==> src/rtl/pbit_pkg.sv <==
// Shared types and constants for the p-bit update scheduler.
// The LFSR taps encode x^32+x^22+x^2+x+1 for a right-shifting Galois register.
package pbit_pkg;

  typedef enum logic [1:0] {
    IDLE = 2'd0,
    LOOK = 2'd1,
    CMP  = 2'd2
  } state_t;

  localparam int IIN_W_DEF = 8;
  localparam int RND_W_DEF = 32;

  localparam logic [31:0] LFSR_TAPS = 32'h8020_0003;

endpackage

==> src/rtl/pbit_lfsr32.sv <==
// 32-bit Galois LFSR advanced one step per 'step' pulse.
// An all-zero seed would lock the register, so it is replaced by 1.
module pbit_lfsr32
  import pbit_pkg::*;
(
  input  logic        clk,
  input  logic        rst_n,
  input  logic        step,
  input  logic [31:0] seed,
  output logic [31:0] q
);

  logic [31:0] r_q;
  logic [31:0] w_seed_safe;
  logic [31:0] w_next;

  assign w_seed_safe = (seed == 32'h0) ? 32'h1 : seed;
  assign w_next      = {1'b0, r_q[31:1]} ^ (r_q[0] ? LFSR_TAPS : 32'h0);

  always_ff @(posedge clk or negedge rst_n) begin
    if (!rst_n) begin
      r_q <= w_seed_safe;
    end else if (step) begin
      r_q <= w_next;
    end
  end

  assign q = r_q;

endmodule

==> src/rtl/pbit_update_sched.sv <==
// Round-robin scheduler sharing one external sigmoid LUT and one LFSR across N_PBIT p-bits.
// Each update walks IDLE -> LOOK -> CMP, so one p-bit is refreshed every three cycles.
module pbit_update_sched
  import pbit_pkg::*;
#(
  parameter int          N_PBIT    = 4,
  parameter int          IIN_W     = IIN_W_DEF,
  parameter int          RND_W     = RND_W_DEF,
  parameter logic [31:0] LFSR_SEED = 32'hACE1_2468
) (
  input  logic                    clk,
  input  logic                    rst_n,
  input  logic                    en,
  input  logic [N_PBIT-1:0]       req,
  input  logic [N_PBIT*IIN_W-1:0] iin,
  output logic [N_PBIT-1:0]       ack,
  output logic [N_PBIT-1:0]       spin,
  output logic [IIN_W-1:0]        lut_iin,
  input  logic [RND_W-1:0]        lut_out,
  output logic                    busy,
  output logic [RND_W-1:0]        rnd
);

  localparam int                PTR_W = $clog2(N_PBIT);
  localparam logic [PTR_W:0]    NP    = (PTR_W + 1)'(N_PBIT);
  localparam logic [PTR_W-1:0]  LAST  = PTR_W'(N_PBIT - 1);

  state_t              r_state;
  logic [PTR_W-1:0]    r_ptr;
  logic [PTR_W-1:0]    r_g;
  logic [IIN_W-1:0]    r_lut_iin;
  logic [RND_W-1:0]    r_thr;
  logic [N_PBIT-1:0]   r_spin;
  logic [N_PBIT-1:0]   r_ack;

  logic [IIN_W-1:0]    w_iin [N_PBIT];
  logic [N_PBIT-1:0]   w_rot;
  logic [PTR_W-1:0]    w_off;
  logic                w_any;
  logic [PTR_W:0]      w_sum;
  logic [PTR_W-1:0]    w_gnt;
  logic [PTR_W-1:0]    w_ptr_nxt;
  logic                w_step;
  logic [31:0]         w_rnd;

  for (genvar k = 0; k < N_PBIT; k++) begin : g_iin
    assign w_iin[k] = iin[k*IIN_W +: IIN_W];
  end

  // Rotate requests so bit 0 is the p-bit at ptr; the lowest set bit is the winner.
  assign w_rot = N_PBIT'({req, req} >> r_ptr);

  always_comb begin
    w_off = '0;
    w_any = 1'b0;
    for (int i = N_PBIT - 1; i >= 0; i--) begin
      if (w_rot[i]) begin
        w_off = PTR_W'(i);
        w_any = 1'b1;
      end
    end
  end

  assign w_sum     = {1'b0, r_ptr} + {1'b0, w_off};
  assign w_gnt     = (w_sum >= NP) ? PTR_W'(w_sum - NP) : PTR_W'(w_sum);
  assign w_ptr_nxt = (r_g == LAST) ? '0 : r_g + 1'b1;
  assign w_step    = (r_state == CMP);

  pbit_lfsr32 u_lfsr (
    .clk   (clk),
    .rst_n (rst_n),
    .step  (w_step),
    .seed  (LFSR_SEED),
    .q     (w_rnd)
  );

  always_ff @(posedge clk or negedge rst_n) begin
    if (!rst_n) begin
      r_state   <= IDLE;
      r_ptr     <= '0;
      r_g       <= '0;
      r_lut_iin <= '0;
      r_spin    <= '0;
      r_ack     <= '0;
    end else begin
      r_ack <= '0;
      case (r_state)
        IDLE: begin
          if (en && w_any) begin
            r_g       <= w_gnt;
            r_lut_iin <= w_iin[w_gnt];
            r_state   <= LOOK;
          end
        end
        LOOK: begin
          r_state <= CMP;
        end
        CMP: begin
          r_spin[r_g] <= (rnd < r_thr);
          r_ack[r_g]  <= 1'b1;
          r_ptr       <= w_ptr_nxt;
          r_state     <= IDLE;
        end
        default: begin
          r_state <= IDLE;
        end
      endcase
    end
  end

  // Threshold is pure data; it is always written in LOOK before CMP reads it.
  always_ff @(posedge clk) begin
    if (r_state == LOOK) begin
      r_thr <= lut_out;
    end
  end

  assign ack     = r_ack;
  assign spin    = r_spin;
  assign lut_iin = r_lut_iin;
  assign busy    = (r_state != IDLE);
  assign rnd     = w_rnd;

endmodule

==> config.mk <==
export PLATFORM = sky130hd
export DESIGN_NAME = pbit_update_sched
export DESIGN_NICKNAME = d
export VERILOG_FILES = /design/src/rtl/pbit_pkg.sv /design/src/rtl/pbit_lfsr32.sv /design/src/rtl/pbit_update_sched.sv
export SDC_FILE = /design/constraint.sdc
export NUM_CORES = 1
export LEC_CHECK = 0
export CAP_MARGIN = 25
export CORE_ASPECT_RATIO = 1.5
export CORE_MARGIN = 1
export CORE_UTILIZATION = 49
export CTS_CLUSTER_SIZE = 14
export DETAILED_ROUTE_END_ITERATION = 8
export HOLD_SLACK_MARGIN = 0.03
export PLACE_DENSITY = 0.8
export SYNTH_ARGS = -nofsm -noshare
export SYNTH_HDL_FRONTEND = slang
export SYNTH_SLANG_ARGS = --single-unit
==> constraint.sdc <==
create_clock -name clk -period 3.4 [get_ports clk]
set_input_delay 0.68 -clock clk [delete_from_list [all_inputs] [get_ports clk]]
set_output_delay 0.68 -clock clk [all_outputs]
set_load 0.01 [all_outputs]
### Yosys cells after proc, flatten, opt, wreduce, memory -nomap -nowiden

Index checks and enable logic that the tools add are counted.

* shifts and indexed selects: 1
* add/subtract/negate cells: 3
* equal/unequal tests: 4
* mux-type cells: 20
* magnitude comparators: 5
* reductions and logical operators: 5
* bitwise operators: 2

Operator list (count)
* less-than comparator 32 bit: 1
* 2-to-1 mux 32 bit: 1
* bitwise XOR 31 x 32 -> 32 bit: 1
* binary-select mux 8 bit (select 2 bit): 1
* 2-to-1 mux 8 bit: 2
* 2-to-1 mux 2 bit: 7
* >> shifter 8 x 2 -> 4 bit: 1
* >= comparator 3 bit, second input constant: 2
* 2-to-1 mux 1 bit: 5
* bitwise mux 4 bit: 1
* equality test 2 bit, second input constant: 2
* 2-to-1 mux 4 bit: 1
* case mux 2 bit (2 select lines): 1
* adder 2 x 2 -> 3 bit: 1
* less-than comparator 2 x 3 -> 1 bit, second input constant: 1
* inverter 2 -> 3 bit: 1
* adder 2 x 1 -> 2 bit, second input constant: 1
* demux 1 bit (select 2 bit): 1
* equality test 2 x 1 -> 1 bit, second input constant: 1
* >= comparator 2 x 1 -> 1 bit, second input constant: 1
* logical AND 1 bit: 2
* zero test 2 bit: 1
* != test 2 bit, second input constant: 1
* AND reduction 2 bit: 1
* 2 further kinds: 2

* bits in registers: 86
* input port bits: 71
* output and inout port bits: 49
* logic and storage cells: 48

### Logic depth before layout (Yosys ltp)

Gate-level depths: netlist of the first run.

* depth after elaboration: 12
* gate-level depth with buffers: 11
* gate-level depth less buffers: 9

### Worst setup path before layout of the first run

No wires, ideal clock.

* kind: in2reg
* from: in req[0]
* to: reg r_lut_iin[6], in the netlist lut_iin[6]
* setup slack: 0.754 ns
* setup time: 0.086 ns
* arrival: 2.560 ns
* required time: 3.314 ns
* stages on the path: 10
* cell sequence: nor2_1 a221o_1 o21ai_0 o221ai_1 ha_1 xnor2_1 xnor2_2 buf_6 mux2_4 o221ai_2

* longest elaborated chain between the ends: 12

RTL lines
* from (decl): line pbit_update_sched.sv:14 `input logic [N_PBIT-1:0] req,`
* >> shifter 8 x 2 -> 4 bit *: line pbit_update_sched.sv:51 `assign w_rot = N_PBIT'({req, req} >> r_ptr);`
* 2-to-1 mux 2 bit (4 in a row): line pbit_update_sched.sv:57 `if (w_rot[i]) begin`
* adder 2 x 2 -> 3 bit: line pbit_update_sched.sv:64 `assign w_sum = {1'b0, r_ptr} + {1'b0, w_off};`
* >= comparator 3 bit or subtractor 2 x 1 -> 2 bit (tied branches): line pbit_update_sched.sv:65 `assign w_gnt = (w_sum >= NP) ? PTR_W'(w_sum - NP) : PTR_W'(w_sum);`
* 2-to-1 mux 2 bit: line pbit_update_sched.sv:65
* inverter 2 -> 3 bit (not written as such): line pbit_update_sched.sv:91 `r_lut_iin <= w_iin[w_gnt];`
* binary-select mux 8 bit (select 2 bit): line pbit_update_sched.sv:91
* 2-to-1 mux 8 bit (not written as such) (2 in a row): line pbit_update_sched.sv:91
* to (signal assigned): line pbit_update_sched.sv:91
* to (decl): line pbit_update_sched.sv:31 `logic [IIN_W-1:0] r_lut_iin;`

Every way passes the cells marked *; elsewhere a longest branch is shown, timed or not. The select of a mux whose other input is x is not followed.
A chain may end at the register's enable or synchronous reset.

### Worst setup path in the final report of the first run

* from: in req[1]
* to: reg r_lut_iin[0], in the netlist lut_iin[0]

The elaborated chain is that of the path after synthesis.

==> results of run 1 <==
## critical path: stages
cell and delay, ns:
clkdlybuf4s50_1 0.54, nor2b_1 0.09, a221o_1 0.30, o21ai_0 0.08, o221ai_1 0.14, ha_1 0.23
xnor2_1 0.20, xnor2_4 0.51, mux2_1 0.39, o221ai_1 0.17
## cell families (layout without fill, tap and decap cells)
group / after synthesis / in the layout / synth area share [%]
flip-flops: 86 / 86 / 51.7
XOR/XNOR: 5 / 5 / 1.14
multiplexers: 17 / 17 / 4.08
buffers and inverters: 83 / 183 / 9.97
AND/OR/NAND/NOR: 167 / 167 / 15.5
AO/OA/AOI/OAI: 50 / 50 / 7.64
adder cells (fa/ha/maj): 36 / 36 / 10.0
## worst min-delay path by stage
stage                              endpoint                     from  slack (ns)
finish               lut_iin[2]$_DFFE_PN0P_                    rst_n        0.33
global route         r_state[0]$_DFFE_PN0P_                    rst_n        0.37
CTS                    r_ptr[0]$_DFFE_PN0P_                    rst_n        0.35
detailed placement  u_lfsr.q[5]$_DFFE_PN1P_  u_lfsr.q[6]$_DFFE_PN1P_        0.47
global placement    u_lfsr.q[5]$_DFFE_PN1P_  u_lfsr.q[6]$_DFFE_PN1P_        0.46
floorplan                  ack[0]$_DFF_PN0_                    rst_n        0.38
## cells in the final DEF (no fill, tap or decap), types with 2 or more instances in the layout
cell type | synthesis | layout
buf_4 | 30 | 7
a21oi_1 | 11 | 11
nand2_1 | 138 | 138
o221ai_1 | 8 | 8
nand3_1 | 2 | 2
nor2b_1 | 5 | 3
clkbuf_1 | 8 | 5
dfstp_2 | 13 | 13
xnor2_1 | 4 | 4
clkdlybuf4s50_1 | 0 | 118
mux2i_1 | 9 | 9
and4_1 | 5 | 5
ha_1 | 36 | 36
nand4_1 | 2 | 2
nand2b_1 | 4 | 4
edfxtp_1 | 32 | 32
nor2_1 | 7 | 7
inv_1 | 40 | 40
a221o_1 | 3 | 3
o21ai_0 | 11 | 11
dfrtp_1 | 41 | 41
clkbuf_16 | 0 | 9
mux2_1 | 7 | 7
o21ai_1 | 5 | 5
## Yosys cell counts, drive strengths merged
| library cell | count | share of area [%] |
|---|---|---|
| a2111oi | 1 | 0.19 |
| a211o | 1 | 0.19 |
| a21oi | 11 | 1.2 |
| a221o | 3 | 0.67 |
| a2bb2oi | 1 | 0.19 |
| a311o | 1 | 0.22 |
| a31oi | 1 | 0.14 |
| a41oi | 1 | 0.19 |
| and4 | 5 | 0.97 |
| buf | 32 | 5.5 |
| clkbuf | 10 | 0.94 |
| dfrtp | 41 | 23 |
| dfstp | 13 | 7.6 |
| dlygate4sd1 | 1 | 0.19 |
| edfxtp | 32 | 21 |
| ha | 36 | 10 |
| inv | 40 | 3.3 |
| mux2 | 8 | 2.1 |
| mux2i | 9 | 2.0 |
| nand2 | 138 | 11 |
| nand2b | 4 | 0.56 |
| nand3 | 3 | 0.44 |
| nand4 | 2 | 0.28 |
| nor2 | 7 | 0.58 |
| nor2b | 5 | 0.69 |
| o21a | 1 | 0.17 |
| o21ai | 16 | 1.8 |
| o221ai | 9 | 1.9 |
| o22a | 1 | 0.19 |
| o22ai | 2 | 0.42 |
| o31ai | 1 | 0.17 |
| or2 | 1 | 0.14 |
| or2b | 1 | 0.17 |
| or4 | 1 | 0.17 |
| xnor2 | 5 | 1.1 |
## timing repair
action / 4_1_cts / 5_1_grt
buffers inserted: 0 / 0
setup endpoints to repair: 0 / 8
gates resized for setup: 0 / 1
endpoints found under the hold margin: 0 / 0
## state kept, by name, indices dropped and copies added (netlist names)
name / cells
ack: 4
r_thr: 32
u_lfsr.q: 32
r_state: 2
lut_iin: 8
r_g: 2
spin: 4
r_ptr: 2
## layout make-up
type / instances / area share [%]
timing repair buffer: 127 / 21.3
multi-input combinational: 275 / 29.6
clock inverter: 1 / 0.508
tap: 110 / 2.33
clock buffer: 15 / 4.36
inverter: 40 / 2.54
sequential: 86 / 39.4
## power breakdown
part           internal, mW  switching, mW  leakage [nW]  total [mW]
clock                 0.591          0.361         0.138       0.952
sequential             1.22         0.0974         0.976        1.32
combinational         0.599          0.562          1.61        1.16
total                  2.41           1.02          2.73        3.43
## metal layers
metal	GRT usage, %	vias to the layer above	routed length, µm
met2	35.8	103	5030
met3	3.60	23	336
met1	24.7	1608	3880
met5	0	-	0
met4	11.2	0	308
li1	-	1653	-
## per-stage QoR
stage               instances  worst slack (ns)
finish                    654             0.293
global route              654             0.115
CTS                       654             0.100
detailed placement        638            -0.264
global placement          638           -0.0687
floorplan                 444             0.754
==> impl_metrics.tcl, run 1 <==
set metrics [dict create \
    status "finished clean" \
    fin_skew_ns 0.00394 \
    io_buffers 119 \
    antenna_found_initial 0 \
    drv_cap 0 \
    gp_congestion 0.848 \
    final_util_pct 66.6 \
    drc 0 \
    hold_violations 0 \
    clockRootBuffer "clkbuf_16" \
    multiInputGateArea_mm2 0.00175 \
    dieHeight_um 119 \
    yosysSeqAreaShare_pct 51.7 \
    design_area_mm2 0.00591 \
    finalCriticalPeriod_ns 3.11 \
    p_total_mw 3.43 \
    worst_ep_arrival_time_ns 3.35 \
    synthCells 444 \
    htreeDepth 3 \
    tightestPinTransition_ns 0.978 \
    dp_hpwl_um 7210 \
    clk_latency_ns 0.33 \
    core_area_mm2 0.00888 \
    grt_overflow 0 \
    whs_ns 0.333 \
    hp-class "in2async" \
    drt_iter0_drc 191 \
    drive_gt1_share_pct 7.54 \
    rrSetupSlack_ns 0.53 \
    grt_max_degree 34 \
    nets 646 \
    dr.pass1.iters 6 \
    cts_buffers 9 \
    syn_to_final_growth_pct 31.2 \
    syn_avg_cell_area_um2 10.1 \
    clockBufferDepth 2 \
    wl_per_cell_um 14.6 \
    antenna_cells 0 \
    fmax_mhz 322 \
    grt_setup_unrepaired "no" \
    fin_setup_tns_ns 0 \
    yosysWarnings 0 \
    cts_tree "done" \
    r2r_end "lut_iin[0]$_DFFE_PN0P_" \
    vdd_ir_drop_max_mv 0.380 \
    drtAntennaViolNets 0 \
    fp.dieW_um 80.3 \
    leakage_nw 2.73 \
    worstSetupEndpointType "flip-flop" \
    viasPerCell 5.18 \
    vias 3387 \
    postSynthRegisterBits 86 \
    required_ns 3.64 \
    cts_sinks 86 \
    final.period_utilization_pct 91.4 \
    power_density_mw_per_mm2 581 \
    syn-num-nets 551 \
    boundaryPins 120 \
    synth_area_mm2 0.00451 \
    clk_pin_slew_worst_paths_ns 0.06 \
    regArea_mm2 0.00233 \
    grt_pass1_vias 3223 \
    dieArea_mm2 0.00959 \
    grt_pass1_wl_um 15100 \
    rows 42 \
    slew_headroom_pct 34.7 \
    critPathKind "in2reg" \
    cp-endpoint "lut_iin[0]$_DFFE_PN0P_" \
    critPathMaxFanout 14 \
    critical_path.startpoint "req[1]" \
    worstRegToRegCells 9 \
    final.fill_count 705 \
    drv_slew 0 \
    finalSetupViolations 0 \
    start_kind "input port" \
    reg2reg_from "r_ptr[0]$_DFFE_PN0P_" \
    cts_hold_repair.buffers 0 \
    wl_um 9550 \
    synthDistinctLibCells 44 \
    place_area_mm2 0.00561 \
    gr-usage-all-layers_pct 21.0 \
    start_util_pct 50.7 \
]
Power figures use the tool's default switching activity.
==> inputs of run 2 (changes only) <==
--- a/config.mk
+++ b/config.mk
@@ -8,11 +8,11 @@
 export CAP_MARGIN = 25
 export CORE_ASPECT_RATIO = 1.5
 export CORE_MARGIN = 1
-export CORE_UTILIZATION = 49
+export CORE_UTILIZATION = 35
 export CTS_CLUSTER_SIZE = 14
 export DETAILED_ROUTE_END_ITERATION = 8
 export HOLD_SLACK_MARGIN = 0.03
-export PLACE_DENSITY = 0.8
+export PLACE_DENSITY = 0.67
 export SYNTH_ARGS = -nofsm -noshare
 export SYNTH_HDL_FRONTEND = slang
 export SYNTH_SLANG_ARGS = --single-unit
==> constraint.sdc (replaced) <==
create_clock -name clk -period 3.4 [get_ports clk]
set_input_delay 0.68 -clock clk [delete_from_list [all_inputs] [get_ports clk]]
set_output_delay 0.68 -clock clk [all_outputs]
set_load 0.005 [all_outputs]
==> run 2 against run 1 <==
Compared with the run above:
- total power is 2.3% lower
- hold slack better by 0.099 ns
- maximum frequency is 2.9% higher
- sequential share of layout area decreased by 0.24 points
- first-iteration DRC count down 53%
- combinational power fell by 4%
- clock skew about the same
- critical path type unchanged
- largest power group unchanged
==> impl_metrics.tcl, run 2 (synthesis gave the netlist of run 1 again) <==
set metrics [dict create \
    critPathMaxFanout 17 \
    seqPwrFrac_pct 39.0 \
    finalCriticalPeriod_ns 3.02 \
    dp_worst_setup_slack_ns 0.0687 \
    grt_max_degree 35 \
    p_comb_share_pct 33.1 \
    grt_setup_unrepaired "no" \
    worstSetupEndpointType "flip-flop" \
    syn_to_final_growth_pct 32.0 \
    wl_per_cell_um 14.1 \
    cts_buffers 9 \
    fmax_mhz 331 \
    final.fill_count 1185 \
    vias 3342 \
    rows 50 \
    viasPerCell 4.79 \
    drive_gt1_share_pct 8.12 \
    drv_slew 0 \
    hp-class "in2async" \
    clk_pin_slew_worst_paths_ns 0.06 \
    whs_ns 0.432 \
    tightestPinTransition_ns 0.950 \
    drtAntennaViolNets 0 \
    max_stage_delay_ns 0.58 \
    required_ns 3.65 \
    p_int_mw 2.33 \
    vdd_ir_drop_max_mv 0.330 \
    grt_pass1_wl_um 16100 \
    final_cell_mix "nand2_1, clkdlybuf4s50_1, dfrtp_1, inv_1, ha_1" \
    cts_setup_buffers 0 \
    post_cts_resized 0 \
    finalSetupViolations 0 \
    critical_path_depth 11 \
    setup_ws_ns 0.381 \
    critical_path.startpoint "req[1]" \
    clockRootBuffer "clkbuf_16" \
    rrSetupSlack_ns 0.70 \
    cts_sinks 86 \
    start_kind "input port" \
    gp_congestion 0.782 \
    final_util_pct 47.5 \
    htreeDepth 3 \
    p_total_mw 3.36 \
    grt_overflow 0 \
    p_sw_mw 1.03 \
    worstPathCellList "clkdlybuf4s50_1, nor2b_1, a221o_1, o21ai_0, o221ai_1, ha_1, xnor2_1, xnor2_2, buf_12, mux2_1, o221ai_1" \
    final.period_utilization_pct 88.8 \
    core_area_mm2 0.0125 \
    multiInputGateArea_mm2 0.00174 \
    p_sw_share_pct 30.6 \
    power_density_mw_per_mm2 564 \
    worst_ep_arrival_time_ns 3.27 \
    gr-usage-all-layers_pct 15.8 \
    clk_latency_ns 0.34 \
    clockBufferDepth 2 \
    antenna_cells 0 \
    regArea_mm2 0.00233 \
    antenna_found_initial 0 \
    fin_skew_ns 0.00365 \
    dieArea_mm2 0.0133 \
    start_util_pct 36.0 \
    drt_iter0_drc 90 \
    crit_buf_inv 2 \
    clock_power_share_pct 27.9 \
    fp.dieW_um 94.6 \
    critPathKind "in2reg" \
    place_area_mm2 0.00567 \
    fin_setup_tns_ns 0 \
    final_cells 698 \
    io_buffers 119 \
    place_inst 682 \
    slew_headroom_pct 36.5 \
    drc 0 \
    crit_path_top_delay_cell "clkdlybuf4s50_1" \
    leakage_nw 2.73 \
    critical-path-top-delay-family "buffers and inverters" \
    dr.pass1.iters 4 \
    cts_hold_repair.buffers 0 \
    hold_violations 0 \
    dieHeight_um 141 \
    cts_tree "done" \
    cp-endpoint "lut_iin[1]$_DFFE_PN0P_" \
    final_common_cell "nand2_1" \
    design_area_mm2 0.00595 \
    grt_pass1_vias 3425 \
    reg2reg_from "r_ptr[0]$_DFFE_PN0P_" \
    path_common_cell "o221ai_1" \
    status "finished clean" \
    nets 644 \
    r2r_end "lut_iin[1]$_DFFE_PN0P_" \
    boundaryPins 120 \
    drv_cap 0 \
    dp_hpwl_um 7280 \
    worstRegToRegCells 10 \
    wl_um 9870 \
]
==> run 2: cell count changes in the layout (fill, tap and decap cells not counted) <==
cell,previous run,this run
inv_6,0,1
buf_4,7,4
clkinvlp_4,0,1
xnor2_2,0,1
xnor2_4,1,0
buf_12,1,2
bufinv_16,1,0
clkbuf_1,5,0
inv_4,0,4
==> run 2: final cells by class <==
cell class                      count  share of cell area, %
Sequential cell                    86                   39.1
Multi-Input combinational cell    275                   29.2
Timing Repair Buffer              125                   21.1
Clock buffer                       10                   4.02
Tap cell                          156                   3.28
Inverter                           40                   2.52
Clock inverter                      6                  0.694
==> run 2: worst min path at each step <==
stage,start,slack (ns),cells after the start,to
finish,rst_n,0.43,1,ack[3]$_DFF_PN0_
global route,u_lfsr.q[16]$_DFFE_PN1P_,0.50,2,u_lfsr.q[16]$_DFFE_PN1P_
CTS,rst_n,0.46,1,ack[3]$_DFF_PN0_
detailed placement,lut_iin[0]$_DFFE_PN0P_,0.47,2,lut_iin[0]$_DFFE_PN0P_
global placement,u_lfsr.q[6]$_DFFE_PN1P_,0.47,2,u_lfsr.q[5]$_DFFE_PN1P_
floorplan,rst_n,0.38,0,ack[0]$_DFF_PN0_
==> run 2: worst register-to-register path, stage by stage (launching register included) <==
cell and delay (ns):
dfrtp_1 0.49, nor2b_1 0.21, a221o_1 0.31, o21ai_0 0.10, o221ai_1 0.15, ha_1 0.22, xnor2_1 0.23, xnor2_2 0.17
buf_12 0.19, mux2_1 0.35, o221ai_1 0.18
==> run 2: layer usage <==
metal  GRT usage (%)  part of all wire [%]  routed length [µm]
met1            17.3                    40                3980
met2            28.9                    52                5170
met3            3.18                   5.1                 504
met4            6.78                   2.1                 212
met5               0                     0                   0
==> run 2: power by group through the flow <==
| stage | clock network, mW | logic, mW | registers (mW) |
|---|---|---|---|
| finish | 0.936 | 1.11 | 1.31 |
| global placement | 0 | 1.07 | 1.33 |
| floorplan | 0 | 0.729 | 1.31 |
| CTS | 0.969 | 1.13 | 1.31 |
| global route | 1.01 | 1.23 | 1.33 |
| detailed placement | 0 | 1.12 | 1.33 |
==> inputs of run 3 (changes only) <==
--- a/config.mk
+++ b/config.mk
@@ -7,12 +7,11 @@
 export LEC_CHECK = 0
 export CAP_MARGIN = 25
 export CORE_ASPECT_RATIO = 1.5
-export CORE_MARGIN = 1
-export CORE_UTILIZATION = 35
+export CORE_UTILIZATION = 45
 export CTS_CLUSTER_SIZE = 14
 export DETAILED_ROUTE_END_ITERATION = 8
 export HOLD_SLACK_MARGIN = 0.03
-export PLACE_DENSITY = 0.67
+export PLACE_DENSITY = 0.81
 export SYNTH_ARGS = -nofsm -noshare
 export SYNTH_HDL_FRONTEND = slang
 export SYNTH_SLANG_ARGS = --single-unit
==> run 3 against run 2 <==
Compared with the run above:
- via count up 0.12%
- core utilization up 13 points
- clock skew up 0.0037 ns
- final area down 0.86%
- clock-buffer cell count up 1
- sequential power about the same
- routed wire length down 1.4%
- sequential cell count unchanged
- total power down 0.90%
- final cell count down 5.6%
- highest routed layer unchanged
- global-route usage up 3.9 points
- die area down 22%
==> impl_metrics.tcl, run 3 (synthesis gave the netlist of run 1 again) <==
set metrics [dict create \
    drv_cap 0 \
    htreeDepth 3 \
    worstPathCellList "clkdlybuf4s50_1, nor2b_1, a221o_1, o21ai_0, o221ai_1, ha_1, xnor2_1, xnor2_2, buf_6, mux2_1, o221ai_1" \
    dp_worst_setup_slack_ns -0.342 \
    cts_buffers 9 \
    finalCriticalPeriod_ns 2.95 \
    critPathMaxFanout 16 \
    whs_ns 0.417 \
    clk_pin_slew_worst_paths_ns 0.06 \
    final_cell_mix "nand2_1, clkdlybuf4s50_1, dfrtp_1, inv_1, ha_1" \
    cp-endpoint "lut_iin[7]$_DFFE_PN0P_" \
    dr.pass1.iters 4 \
    dieHeight_um 125 \
    nets 646 \
    grt_max_degree 35 \
    grt_pass1_wl_um 16300 \
    setup_ws_ns 0.449 \
    grt_setup_unrepaired "no" \
    drtAntennaViolNets 0 \
    grt_overflow 0 \
    wl_per_cell_um 14.8 \
    dieArea_mm2 0.0104 \
    post_cts_resized 0 \
    hold_violations 0 \
    rows 44 \
    clockRootBuffer "clkbuf_16" \
    final_common_cell "nand2_1" \
    worstRegToRegCells 10 \
    worst_ep_arrival_time_ns 3.19 \
    final_cells 659 \
    hp-class "in2async" \
    clockBufferDepth 2 \
    cts_tree "done" \
    fmax_mhz 339 \
    required_ns 3.64 \
    cts_sinks 86 \
    boundaryPins 120 \
    fin_skew_ns 0.00734 \
    start_util_pct 46.5 \
    max_stage_delay_ns 0.52 \
    worstSetupEndpointType "flip-flop" \
    start_kind "input port" \
    gr-usage-all-layers_pct 19.7 \
    cts_hold_repair.buffers 0 \
    wl_um 9730 \
    fp.dieW_um 83.7 \
    finalSetupViolations 0 \
    antenna_found_initial 0 \
    path_common_cell "o221ai_1" \
    io_buffers 119 \
    core_area_mm2 0.00969 \
    crit_path_top_delay_cell "clkdlybuf4s50_1" \
    gp_congestion 0.844 \
    leakage_nw 2.72 \
    rrSetupSlack_ns 0.70 \
    place_inst 642 \
    tightestPinTransition_ns 0.959 \
    drive_gt1_share_pct 8.46 \
    critical_path.startpoint "req[1]" \
    cts_setup_buffers 0 \
    viasPerCell 5.08 \
    reg2reg_from "r_ptr[0]$_DFFE_PN0P_" \
    drv_slew 0 \
    drt_iter0_drc 243 \
    clk_latency_ns 0.33 \
    final.period_utilization_pct 86.8 \
    grt_pass1_vias 3422 \
    critPathKind "in2reg" \
    antenna_cells 0 \
    status "finished clean" \
    fin_setup_tns_ns 0 \
    power_density_mw_per_mm2 564 \
    slew_headroom_pct 35.9 \
    vias 3346 \
    syn_to_final_growth_pct 30.9 \
    dp_hpwl_um 7310 \
    vdd_ir_drop_max_mv 0.369 \
    drc 0 \
    r2r_end "lut_iin[7]$_DFFE_PN0P_" \
]
-- run 3: critical path, delay by kind of cell --
family	cells	cell delay [ns]
AOI/OAI and AO/OA	4	0.73
xor gates and xnor gates	2	0.39
adders and majority gates	1	0.22
buffers and inverters	2	0.74
muxes	1	0.35
and+or+nand+nor	1	0.08
-- run 3: metrics by stage --
stage	total power, mW	util, %	instance area, µm²
after global routing	3.52	60.9	5900
after global placement	2.35	57.8	5600
after CTS	3.34	60.7	5890
after floorplan	2.04	-	4510
after detailed placement	2.40	57.8	5600
final	3.33	60.9	5900
-- run 3: how the worst min path moves through the flow --
stage	slack, ns	end
6_report	0.42	ack[0]$_DFF_PN0_
5_1_grt	0.49	ack[2]$_DFF_PN0_
4_1_cts	0.45	lut_iin[3]$_DFFE_PN0P_
3_5_place_dp	0.47	u_lfsr.q[29]$_DFFE_PN1P_
3_3_place_gp	0.47	u_lfsr.q[5]$_DFFE_PN1P_
2_1_floorplan	0.38	ack[0]$_DFF_PN0_
-- run 3: area by class of cell --
| cell class | instances | area (µm²) |
|---|---|---|
| fill | 804 | 3790 |
| clock inverter | 5 | 33.8 |
| tap | 115 | 144 |
| sequential | 86 | 2330 |
| clock buffer | 11 | 253 |
| inverter | 40 | 150 |
| multi-input combinational | 275 | 1740 |
| timing repair buffer | 127 | 1250 |
-- run 3: routing by layer --
| metal | vias up | global-route usage, % | wire length [µm] |
|---|---|---|---|
| met5 | - | 0 | 0 |
| met4 | 0 | 8.08 | 212 |
| met3 | 13 | 2.78 | 317 |
| met2 | 81 | 34.8 | 5220 |
| met1 | 1608 | 23.9 | 3980 |
| li1 | 1644 | - | - |
-- run 3: power breakdown --
part           switching, mW  leakage (nW)  total [mW]  internal (mW)
sequential            0.0942         0.976        1.32           1.22
clock                  0.388         0.138       0.921          0.533
combinational          0.514          1.61        1.09          0.574
